==> src/rtl/icap_pkg.sv <==
// Shared constants, request payload, state encoding and bit-order helpers
// for the ICAP warm-reboot sequencer.
package icap_pkg;

  localparam logic [15:0] DUMMY_WORD   = 16'hFFFF;
  localparam logic [15:0] SYNC_HI      = 16'hAA99;
  localparam logic [15:0] SYNC_LO      = 16'h5566;
  localparam logic [15:0] HDR_GENERAL1 = 16'h3261;
  localparam logic [15:0] HDR_GENERAL2 = 16'h3281;
  localparam logic [15:0] HDR_GENERAL3 = 16'h32A1;
  localparam logic [15:0] HDR_GENERAL4 = 16'h32C1;
  localparam logic [15:0] HDR_CMD      = 16'h30A1;
  localparam logic [15:0] CMD_IPROG    = 16'h000E;
  localparam logic [15:0] NOOP_WORD    = 16'h2000;

  // Words between the dummy preamble and the NOOP tail (sync .. IPROG).
  localparam int unsigned FIXED_WORDS = 12;

  typedef struct packed {
    logic [23:0] boot_addr;
    logic [23:0] fallback_addr;
    logic [7:0]  read_opcode;
  } boot_req_t;

  typedef enum logic [2:0] {
    ST_IDLE,
    ST_LOAD,
    ST_SETUP,
    ST_STROBE,
    ST_FINISH
  } state_t;

  function automatic logic [7:0] bitrev8(input logic [7:0] b);
    logic [7:0] r;
    for (int i = 0; i < 8; i++) r[i] = b[7-i];
    return r;
  endfunction

  // ICAP expects each byte bit-reversed, byte order unchanged.
  function automatic logic [15:0] icap_swap(input logic [15:0] w);
    return {bitrev8(w[15:8]), bitrev8(w[7:0])};
  endfunction

endpackage

==> src/rtl/icap_reboot_seq_if.sv <==
// Port bundle between the reboot sequencer and the ICAP_SPARTAN6 primitive.
interface icap_reboot_seq_if;
  logic        icap_clk;
  logic        icap_ce_n;
  logic        icap_write_n;
  logic [15:0] icap_i;
  logic        icap_busy;

  modport master (
    output icap_clk, icap_ce_n, icap_write_n, icap_i,
    input  icap_busy
  );

  modport slave (
    input  icap_clk, icap_ce_n, icap_write_n, icap_i,
    output icap_busy
  );
endinterface

==> src/rtl/icap_clk_div.sv <==
// Half-period counter for the divided ICAP clock; ticks on the last system
// cycle of every DIV-cycle phase while run is high.
module icap_clk_div #(
  parameter int unsigned DIV = 2
) (
  input  logic clk,
  input  logic rst,
  input  logic run,
  output logic phase_end_c
);

  localparam int unsigned   CW   = (DIV > 1) ? $clog2(DIV) : 1;
  localparam logic [CW-1:0] LAST = CW'(DIV - 1);

  logic [CW-1:0] cnt;

  assign phase_end_c = run && (cnt == LAST);

  always_ff @(posedge clk or posedge rst) begin
    if (rst)                     cnt <= '0;
    else if (!run || cnt == LAST) cnt <= '0;
    else                         cnt <= cnt + CW'(1);
  end

endmodule

==> src/rtl/icap_reboot_seq.sv <==
// Streams the IPROG warm-reboot packet sequence into the ICAP with a divided,
// registered ICAP clock; words rejected by ICAP BUSY are re-sent.
module icap_reboot_seq
  import icap_pkg::*;
#(
  parameter int unsigned CLK_DIV     = 2,
  parameter int unsigned DUMMY_WORDS = 6,
  parameter int unsigned NOOP_TAIL   = 5
) (
  input  logic               clk,
  input  logic               rst,
  input  logic               start,
  input  logic [23:0]        boot_addr,
  input  logic [23:0]        fallback_addr,
  input  logic [7:0]         read_opcode,
  output logic               busy,
  output logic               done,
  icap_reboot_seq_if.master  icap
);

  localparam int unsigned   N          = DUMMY_WORDS + FIXED_WORDS + NOOP_TAIL;
  localparam int unsigned   IW         = $clog2(N);
  localparam logic [IW-1:0] LAST_IDX   = IW'(N - 1);
  localparam logic [IW-1:0] FIXED_BASE = IW'(DUMMY_WORDS);
  localparam logic [IW-1:0] TAIL_BASE  = IW'(DUMMY_WORDS + FIXED_WORDS);

  state_t        state, state_n;
  logic [IW-1:0] idx, idx_n;
  logic          busy_smp, busy_smp_n;
  boot_req_t     req;
  logic          accept_c;
  logic          run_c;
  logic          phase_end_c;
  logic          drive_c;
  logic [3:0]    fix_off_c;
  logic [15:0]   word_c;

  // A start coinciding with the done pulse is dropped.
  assign accept_c = (state == ST_IDLE) && start && !done;
  assign run_c    = (state == ST_SETUP) || (state == ST_STROBE);

  icap_clk_div #(.DIV(CLK_DIV)) u_clk_div (
    .clk,
    .rst,
    .run        (run_c),
    .phase_end_c
  );

  always_comb begin
    state_n    = state;
    idx_n      = idx;
    busy_smp_n = busy_smp;
    case (state)
      ST_IDLE:   if (accept_c) state_n = ST_LOAD;
      ST_LOAD: begin
        idx_n   = '0;
        state_n = ST_SETUP;
      end
      ST_SETUP: begin
        // icap_clk rises on this edge, so BUSY is captured alongside it
        if (phase_end_c) begin
          busy_smp_n = icap.icap_busy;
          state_n    = ST_STROBE;
        end
      end
      ST_STROBE: begin
        if (phase_end_c) begin
          if (busy_smp)             state_n = ST_SETUP;
          else if (idx == LAST_IDX) state_n = ST_FINISH;
          else begin
            idx_n   = IW'(idx + IW'(1));
            state_n = ST_SETUP;
          end
        end
      end
      ST_FINISH: state_n = ST_IDLE;
      default:   state_n = ST_IDLE;
    endcase
  end

  // Logical word for the index that the upcoming SETUP/STROBE will present.
  assign fix_off_c = 4'(idx_n - FIXED_BASE);

  always_comb begin
    word_c = NOOP_WORD;
    if (idx_n < FIXED_BASE) begin
      word_c = DUMMY_WORD;
    end else if (idx_n < TAIL_BASE) begin
      case (fix_off_c)
        4'd0:    word_c = SYNC_HI;
        4'd1:    word_c = SYNC_LO;
        4'd2:    word_c = HDR_GENERAL1;
        4'd3:    word_c = req.boot_addr[15:0];
        4'd4:    word_c = HDR_GENERAL2;
        4'd5:    word_c = {req.read_opcode, req.boot_addr[23:16]};
        4'd6:    word_c = HDR_GENERAL3;
        4'd7:    word_c = req.fallback_addr[15:0];
        4'd8:    word_c = HDR_GENERAL4;
        4'd9:    word_c = {req.read_opcode, req.fallback_addr[23:16]};
        4'd10:   word_c = HDR_CMD;
        4'd11:   word_c = CMD_IPROG;
        default: word_c = NOOP_WORD;
      endcase
    end
  end

  assign drive_c = (state_n == ST_SETUP) || (state_n == ST_STROBE);

  // Outputs follow the next state so pins line up with the state they belong to.
  always_ff @(posedge clk or posedge rst) begin
    if (rst) begin
      state             <= ST_IDLE;
      idx               <= '0;
      busy_smp          <= 1'b0;
      req               <= '0;
      busy              <= 1'b0;
      done              <= 1'b0;
      icap.icap_clk     <= 1'b0;
      icap.icap_ce_n    <= 1'b1;
      icap.icap_write_n <= 1'b1;
      icap.icap_i       <= '0;
    end else begin
      state    <= state_n;
      idx      <= idx_n;
      busy_smp <= busy_smp_n;
      if (accept_c) req <= {boot_addr, fallback_addr, read_opcode};
      busy              <= (state_n != ST_IDLE);
      done              <= (state == ST_FINISH);
      icap.icap_clk     <= (state_n == ST_STROBE);
      icap.icap_ce_n    <= !drive_c;
      icap.icap_write_n <= !drive_c;
      icap.icap_i       <= drive_c ? icap_swap(word_c) : 16'h0000;
    end
  end

endmodule
==> src/flat_wrapper.sv <==
// flat-port wrapper written by rule: the top's interface ports become plain ports
module icap_reboot_seq_flat import icap_pkg::*;
#(
  parameter int unsigned CLK_DIV     = 2,
  parameter int unsigned DUMMY_WORDS = 6,
  parameter int unsigned NOOP_TAIL   = 5
)
  (clk, rst, start, boot_addr, fallback_addr, read_opcode, busy, done, icap_icap_clk, icap_icap_ce_n, icap_icap_write_n, icap_icap_i, icap_icap_busy);
  icap_reboot_seq_if icap_i ();
  input  logic clk;
  input  logic rst;
  input  logic start;
  input  logic [23:0] boot_addr;
  input  logic [23:0] fallback_addr;
  input  logic [7:0] read_opcode;
  output logic busy;
  output logic done;
  output wire logic [$bits(icap_i.icap_clk)-1:0] icap_icap_clk;
  output wire logic [$bits(icap_i.icap_ce_n)-1:0] icap_icap_ce_n;
  output wire logic [$bits(icap_i.icap_write_n)-1:0] icap_icap_write_n;
  output wire logic [$bits(icap_i.icap_i)-1:0] icap_icap_i;
  input wire logic [$bits(icap_i.icap_busy)-1:0] icap_icap_busy;
  assign icap_icap_clk = icap_i.icap_clk;
  assign icap_icap_ce_n = icap_i.icap_ce_n;
  assign icap_icap_write_n = icap_i.icap_write_n;
  assign icap_icap_i = icap_i.icap_i;
  assign icap_i.icap_busy = icap_icap_busy;
  icap_reboot_seq #(.CLK_DIV(CLK_DIV), .DUMMY_WORDS(DUMMY_WORDS), .NOOP_TAIL(NOOP_TAIL)) u_core (.clk(clk), .rst(rst), .start(start), .boot_addr(boot_addr), .fallback_addr(fallback_addr), .read_opcode(read_opcode), .busy(busy), .done(done), .icap(icap_i));
endmodule
==> config.mk <==
export PLATFORM = sky130hd
export DESIGN_NAME = icap_reboot_seq_flat
export DESIGN_NICKNAME = d
export VERILOG_FILES = /design/src/rtl/icap_pkg.sv /design/src/rtl/icap_reboot_seq_if.sv /design/src/rtl/icap_clk_div.sv /design/src/rtl/icap_reboot_seq.sv /design/src/flat_wrapper.sv
export SDC_FILE = /design/constraint.sdc
export NUM_CORES = 1
export LEC_CHECK = 0
export CORE_ASPECT_RATIO = 0.7
export CORE_UTILIZATION = 40
export CTS_BUF_LIST = sky130_fd_sc_hd__clkbuf_8
export DETAILED_ROUTE_END_ITERATION = 6
export SYNTH_ARGS = -nofsm -noshare
export SYNTH_HDL_FRONTEND = slang
export SYNTH_HIERARCHICAL = 1
export SYNTH_SLANG_ARGS = --single-unit
==> constraint.sdc <==
create_clock -name clk -period 3.53 [get_ports clk]
set_input_delay 0.5295 -clock clk [delete_from_list [all_inputs] [get_ports clk]]
set_output_delay 0.5295 -clock clk [all_outputs]
set_load 0.01 [all_outputs]
==> results, run 1 <==
- The flow ran to the end, and the final reports show no timing, DRC or antenna violations.
- The total number of vias is 3,181.
- The cell type with the highest aggregate area in the netlist is sky130_fd_sc_hd__dfrtp_1.
- The fraction of power consumed by combinational cells is 0.503.
- Measured on the finished design, the core utilization comes to 0.5412.
- Using the TritonRoute via totals, the vias-per-cell ratio works out to 5.428.
- The initial utilization of the core area, before any placement, comes to 0.4194.
- The number of hold buffers added after CTS is 0.
- The cell-internal power is 0.002542 W.
- Once layout is done, the placed cells without fillers occupy 5363 um^2.
- For this run, the number of Yosys warnings is 6.
- The first-pass iteration count of the detailed router is 4.
- The congestion estimate from routability-driven global placement came to 0.8719.
- The y dimension of the die is 87.29 um.
- The synthesis-to-finish area growth is 29.02%.
- The worst setup path is of the reg2reg kind.
- Post-CTS timing repair inserted 0 buffers for setup.
- The worst supply voltage drop on vdd is 0.3485 mV.
- On the final layout, the worst hold slack is 0.3553 ns.
- The count of nets left with antenna violations once routing finished came out at 0.
- The count of flip-flops with a built-in enable after synthesis is 0.
- The CTS H-tree depth is 3.
- In the final timing run, aggregate negative setup slack is 0 ns.
- In the routed design, unresolved DRC markers number 0.
- The switching share of total power is 0.4016.
- The number of antenna violations at the first check in global routing is 0.
- The share of the Yosys chip area taken by registers is 0.5181.
- Of the available clock period, the critical path in the final layout requires 0.9279.
- The instance area at placement is 5132 um^2.
- For the worst flop-to-flop path, the logic depth is 12.
- In the final layout, the share of cells above drive strength 1 is 0.2293.
- The reg-to-reg critical path startpoint is u_core/state[1].
- Sorting the synthesized cells by how often they occur yields sky130_fd_sc_hd__dfrtp_1 (85), sky130_fd_sc_hd__mux2_2 (59), sky130_fd_sc_hd__nand2_1 (30), sky130_fd_sc_hd__a31oi_1 (19).
- Averaged over all synthesized cells, the footprint is 11.23 um^2.
- The largest single stage delay on the critical path is 0.50 ns.
- Of all nets on the critical path, the largest fanout is 13.
- The path category of the worst min-delay check is in2async.
- The async set-reset flop share out of synthesis is 1.000.
- Clock skew on the completed layout was measured at 0.005199 ns.
- The cell with the most instances on the worst path is sky130_fd_sc_hd__a31oi_1.
- The global-route congestion overflow total is 0.
- The post-detailed-placement half-perimeter wirelength is 7417 um.
- The post-cts resize count is 0.
- For this run, the total global-route usage over all layers was measured as 0.2053.
- The first global-routing pass estimated 16,500 um of wire.
- The share of total power in sequential cells is 0.319.
- The type of destination of the critical path is a register.
- The flip-flop and latch count after synthesis is 86.
- The critical path data required time is 3.79 ns.
- At the pin with the least slew margin, the transition time is 0.6504 ns.
- The analysis attributes to net switching a power of 0.001706 W.
- The standby leakage power is 2.483 nW.
- The destination of the worst register-to-register timing path is u_core/icap.icap_i[6].
- Setup repair after global routing left no endpoint under its margin.
- The worst slew margin relative to its limit is 0.5659.
- Row generation in the floorplan step produced 30 rows.
- For this run, the top clock speed supported by timing is 0.3053 GHz.
- The part of the power in the clock network is 0.178.
- The number of distinct library cell variants in the gate-level netlist after synthesis is 51.
- After clock tree synthesis, the clock-pin slew on the worst setup and hold paths is 0.08 ns.
- The primary flip-flop cell chosen by synthesis mapping is sky130_fd_sc_hd__dfrtp_1.
- The minimum clock period after layout is 3.276 ns.
- The number of diodes is 0.
- In the synthesized netlist, the number of instances is 370.
- Clock tree synthesis inserted a total of 9 buffers.
- The horizontal die dimension is 123.8 um.
- The final hold violation count was 0.
- The clock net in this run drives a total of 86 sinks.
- The via count of the first global-routing pass was 3,111.
- Yosys instantiated no cell more often than sky130_fd_sc_hd__dfrtp_1.
- In this run the register-to-register setup slack is 0.25 ns.
- The data arrival time of the critical path is 3.54 ns.
- The number of slew-limit violations in the final report was 0.
- Power spread over the standard cell area amounts to 792.2 nW/um^2.
- 81 I/O pins were placed.
- Across the run, the number of max-cap violations was 0.
- The maximum buffer depth of the clock tree is 2.
- After the first detailed-routing iteration, the DRC count stood at 268.
- The cell area that synthesis handed to floorplanning was 4156 um^2.
- The share of the synthesized area in the top cell type is 0.5117.
- The area of the placeable core is 9910 um^2.
- Traced cell by cell, the critical path runs through nor2b_2 -> and2_2 -> and4bb_1 -> and3_1 -> o211ai_1 -> o21ai_0 -> nand2b_1 -> ha_1 -> inv_1 -> nor2_1 -> a31oi_1 -> a31oi_1.
- The net count of the mapped netlist is 434.
- The worst-path cell with the longest stage delay is sky130_fd_sc_hd__ha_1.
- The TritonCTS clock tree is done.
- In the final design database the tool counted 517 nets.
- The setup-violating endpoint count in the final report is 0.
- Yosys attributes the largest share of cell area to sky130_fd_sc_hd__dfrtp_1 (51%), sky130_fd_sc_hd__mux2_2 (16%), sky130_fd_sc_hd__a31oi_1 (2.9%).
- The die area is 10,810 um^2.
- The later-pin clock latency in the skew report is 0.35 ns.
- The maximum number of pins on one net before global-route repair is 52.
- In the final routed layout, each cell accounts on average for 17.40 um.
- Input and output buffers added on the ports amount to 80.
- The buffer cell driving the clock tree root is sky130_fd_sc_hd__clkbuf_8.
- The startpoint class of the critical path is a register.
- The routed wire length is 10,200 um.
flip-flops by register name (all words and copies together), names as in the netlist, 3 cells and up:
name                count
u_core/state            3
u_core/icap.icap_i     16
u_core/idx              5
u_core/req             56
critical path, delay by kind of cell (launching register included):
family                     cells  cell delay, ns
AOI/OAI and AO/OA              4            0.53
adders and majority gates      1            0.50
buffers and inverters          1            0.30
DFF                            1            0.45
and+or+nand+nor                6            1.40
placed cells by master (no fill, tap or decap), types with 4 or more instances in the layout:
master	count
sky130_fd_sc_hd__a31oi_1	19
sky130_fd_sc_hd__clkdlybuf4s50_1	80
sky130_fd_sc_hd__a21oi_1	13
sky130_fd_sc_hd__dfrtp_1	84
sky130_fd_sc_hd__nand4_1	4
sky130_fd_sc_hd__ha_1	4
sky130_fd_sc_hd__nand2b_1	4
sky130_fd_sc_hd__and3_1	10
sky130_fd_sc_hd__nand3_1	12
sky130_fd_sc_hd__o21ai_0	13
sky130_fd_sc_hd__clkbuf_8	10
sky130_fd_sc_hd__a211o_1	4
sky130_fd_sc_hd__a21o_1	9
sky130_fd_sc_hd__nor2_1	13
sky130_fd_sc_hd__inv_1	11
sky130_fd_sc_hd__mux2_2	59
sky130_fd_sc_hd__a211oi_1	4
sky130_fd_sc_hd__o21ai_1	4
sky130_fd_sc_hd__a22oi_1	7
sky130_fd_sc_hd__nand2_1	29
sky130_fd_sc_hd__buf_4	10
cell families after synthesis:
family                   synth area share
adder cells (fa/ha/maj)           0.01204
XOR/XNOR                         0.002108
buffers and inverters             0.03432
multiplexers                       0.1598
AO/OA/AOI/OAI                      0.1466
flip-flops                         0.5181
AND/OR/NAND/NOR                    0.1270
routing by layer:
layer  global-route usage  wire (um)  vias to the layer above
met5                    0          0                        -
met4              0.04819         34                        0
met3              0.05170        598                        4
met2               0.2874       4242                      101
met1               0.3137       5321                     1557
li1                     -          -                     1519
power groups by stage:
stage / Combinational [W] / Clock, W / Sequential (W)
2_1_floorplan: 0.00136 / 0 / 0.00136
3_3_place_gp: 0.00208 / 0 / 0.00138
3_5_place_dp: 0.00210 / 0 / 0.00137
4_1_cts: 0.00212 / 0.000783 / 0.00136
5_1_grt: 0.00237 / 0.000826 / 0.00138
6_report: 0.00214 / 0.000756 / 0.00136
area by class of cell:
cell class	count	area (um^2)
fillers	914	4547
flip-flops and latches	86	2155
multi-input cells	250	1872
repair buffers	91	895.9
well taps	128	160.2
clock buffers	10	137.6
clock inverters	6	85.08
inverters	15	57.56
worst max path at each step:
stage / from / endpoint / slack, ns / depth (start not counted)
global route: u_core/state[1] / u_core/icap.icap_i[13] / 0.01 / 13
CTS: u_core/state[2] / u_core/icap.icap_i[4] / 0.20 / 15
global placement: u_core/state[1] / u_core/icap.icap_i[4] / 0.31 / 15
floorplan: u_core/state[1] / u_core/icap.icap_i[0] / 0.60 / 15
finish: u_core/state[1] / u_core/icap.icap_i[6] / 0.25 / 12
detailed placement: u_core/state[2] / u_core/icap.icap_i[4] / 0.23 / 15
stage by stage:
step                      power, W  setup WS [ns]  instances
after floorplan           0.002726         0.6024        370
after global placement    0.003455         0.3131        570
after detailed placement  0.003472         0.2312        570
after CTS                 0.004258         0.1981        586
after global routing      0.004579        0.01255        586
final                     0.004249         0.2544        586
Note: power is estimated with default switching activity, not from simulation.
==> run 2: changes to the inputs <==
- RECOVER_POWER: default -> 25
==> run 2 against run 1 <==
Against the previous run:
- the run now ends with capacitance limit, slew limit left
- largest power group unchanged
- maximum frequency about the same
- die area stayed put
- clock power rose by 0.5%
- sequential power about the same
- sequential share of layout area increased by 0.11 points
==> results, run 2 (same netlist as run 1, synthesis figures left out) <==
- The run finished, with violations left.
- The checks that failed: capacitance limit, slew limit.
- TritonCTS built the clock tree.
- Across the run, the number of max-cap violations was 1.
- The slew of the pin with the lowest slew margin is 1.506 ns.
- Leaving out fill and tap cells, the most frequent cells in the layout are sky130_fd_sc_hd__dfrtp_1 (84), sky130_fd_sc_hd__clkdlybuf4s50_1 (79), sky130_fd_sc_hd__mux2_2 (59), sky130_fd_sc_hd__nand2_1 (29), sky130_fd_sc_hd__a31oi_1 (19).
- The worst slew margin relative to its limit is -0.009199.
- Among the stages of the critical path, the cell type that occurs most often is sky130_fd_sc_hd__a31oi_1.
- The data arrival time of the critical path is 3.54 ns.
- In the final layout, the share of cells above drive strength 1 is 0.2293.
- Clock-pin slew was measured on the worst setup and hold paths at 0.09 ns.
- For this design the total switching power over the nets is 0.001709 W.
- In the finished design, the share of the clock period the worst path needs comes to 0.9271.
- The worst supply voltage drop on vdd is 0.3493 mV.
- Port buffering added 80 buffers.
- The first global-routing pass estimated 16,500 um of wire.
- The final hold violation count came to 0.
- Of the total power, the share spent switching nets is 0.4022.
- The wire length on met3 is 671 um.
- Once detailed placement completed, the half-perimeter wirelength came to 7417 um.
- The effective utilization at floorplan is 0.4194.
- For this run the aggregate overflow at the end of global routing stands at 0.
- After detailed routing, the met2 layer carries 4178 um of wire.
- The number of diodes is 0.
- The tree is rooted in a sky130_fd_sc_hd__clkbuf_8.
- The routed wirelength normalized by instance count is 17.46 um.
- The setup-violating endpoint count in the final report is 0.
- The worst setup path is captured at a register.
- The fraction of power consumed by combinational cells is 0.502.
- Walking the worst path, the cells encountered are nor2b_2 -> and2_2 -> and4bb_1 -> and3_1 -> o211ai_1 -> o21ai_0 -> nand2b_1 -> ha_1 -> inv_1 -> nor2_1 -> a31oi_1 -> a31oi_1.
- The row count is 30.
- Hold is met by 0.4737 ns.
- The cell family contributing the most delay on the critical path is simple AND/OR/NAND/NOR gates.
- Summed over all layers, the routed wires come to 10,230 um.
- The detailed-route wire length on metal 1 is 5294 um.
- The power density over the cells is 794.6 nW/um^2.
- Dividing the detail-routed via count by the number of cells gives 5.423.
- For this run, design rule violations remaining after detail routing come to 0.
- The standby leakage power is 2.473 nW.
- The minimum clock period after layout is 3.273 ns.
- The later-pin clock latency in the skew report is 0.36 ns.
- The die is 87.29 um tall.
- Across every metal layer, demand over resource in global routing totals 0.2053.
- The post-CTS setup buffer count is 0.
- The register with the most flip-flops in the layout has 56 of them.
- The worst-path cell with the longest stage delay is sky130_fd_sc_hd__ha_1.
- The longest clock path from root to sink contains 2 buffers.
- The share of total power dissipated in sequential elements is 0.319.
- The via count of the first global-routing pass is 3,111.
- Summing all multi-input logic gate instances after layout gives 1872 um^2.
- Summing over every cut layer, the via total after detailed routing is 3,178.
- The die area is 10,810 um^2.
- The cell-internal power is 0.002540 W.
- After detailed routing, no signal wire sits above met4.
- The horizontal die dimension is 123.8 um.
- Setup repair after global routing left no endpoint under its margin.
- The I/O pin total is 81.
- STA classifies the critical path startpoint as a register.
- Along the worst path, the maximum fanout reaches 13.
- The most common library cell in the layout ignoring fill and taps is sky130_fd_sc_hd__dfrtp_1.
- The congestion estimate from routability-driven global placement came to 0.8719.
- By startpoint and endpoint, the worst setup path is classified as reg2reg.
- Together, buffers and inverters on the worst path number 1.
- Data on the critical path is required at its endpoint by 3.80 ns.
- The maximum cell stage delay along the critical path is 0.50 ns.
- The area of the placeable core is 9910 um^2.
- The final-layout setup total negative slack is 0 ns.
- The CTS H-tree depth is 3.
- The part of the power in the clock network is 0.179.
- The maximum number of pins on one net before global-route repair is 52.
- In the final layout, the registers with the most flip-flops are u_core/req (56), u_core/icap.icap_i (16), u_core/idx (5).
- The largest clock skew in the final design is 0.005832 ns.
- The first-pass iteration count of the detailed router is 5.
- The number of antenna violations at the first check in global routing is 0.
- In this run, the number of DRC markers left after iteration 0 of detailed routing was 215.
- The register cell area after layout is 2155 um^2.
- The number of CTS-inserted buffers is 9.
- The clock net in this run drives a total of 86 sinks.
- The antenna violation net count after detailed routing is 0.
- Compared with the post-synthesis result, the final layout area differs by 28.66%.
- The path category of the worst min-delay check is in2async.
- The fill cell instance count of the final layout is 916.
- The number of slew-limit violations in the final report is 36.
- u_core/req holds more flip-flops than any other register.
- Derived from the worst setup path, the maximum achievable clock frequency is 0.3056 GHz.
- The net count of the finished layout is 517.
==> run 2: worst paths after layout <==
check / start / slack, ns / cells after the start / end
max: u_core/state[1] / 0.26 / 12 / u_core/icap.icap_i[6]
min: rst / 0.47 / 2 / u_core/u_clk_div/cnt
max reg2reg: u_core/state[1] / 0.26 / 12 / u_core/icap.icap_i[6]
min reg2reg: u_core/req[41] / 0.51 / 1 / u_core/req[41]
max in group asynchronous: rst / 0.71 / 3 / u_core/req[2]
min in group clk: u_core/req[41] / 0.51 / 1 / u_core/req[41]
==> run 2: routing by layer <==
layer / track usage / vias to the layer above
met4: 0.04819 / 0
met1: 0.3137 / 1552
met5: 0 / -
met3: 0.05170 / 8
li1: - / 1522
met2: 0.2874 / 96
==> run 2: power by group through the flow <==
stage / clock (W) / sequential (W) / combinational, W
after floorplan: 0 / 0.00136 / 0.00136
after global placement: 0 / 0.00138 / 0.00208
after detailed placement: 0 / 0.00137 / 0.00210
after CTS: 0.000783 / 0.00136 / 0.00212
after global routing: 0.000826 / 0.00138 / 0.00237
final: 0.000760 / 0.00136 / 0.00213
==> run 2: per-stage QoR <==
stage | std cells | worst slack (ns) | area, um^2 | power (W) | utilization
floorplan | 370 | 0.6024 | 4156 | 0.002726 | -
global placement | 570 | 0.3131 | 5132 | 0.003455 | 0.5179
detailed placement | 570 | 0.2312 | 5132 | 0.003472 | 0.5179
CTS | 586 | 0.1981 | 5355 | 0.004258 | 0.5404
global route | 586 | 0.01250 | 5348 | 0.004577 | 0.5396
finish | 586 | 0.2573 | 5348 | 0.004249 | 0.5396
==> run 2: final cells by class <==
cell class | instances | area share
Sequential cell | 86 | 0.4029
Tap cell | 128 | 0.02995
Clock inverter | 6 | 0.01591
Clock buffer | 10 | 0.02574
Multi-Input combinational cell | 250 | 0.3500
Timing Repair Buffer | 91 | 0.1647
Inverter | 15 | 0.01076
==> run 2: worst register-to-register path: cells and delay by family (launching register included) <==
family | cells | cell delay (ns)
AO/OA/AOI/OAI | 4 | 0.53
flip-flops | 1 | 0.45
adder cells (fa/ha/maj) | 1 | 0.50
AND/OR/NAND/NOR | 6 | 1.41
buffers and inverters | 1 | 0.30
==> run 2: timing repair <==
action	in CTS	in global routing
hold buffers	0	0
gates resized for setup	0	4
endpoints found under the hold margin	0	0
endpoints found under the setup margin	0	6
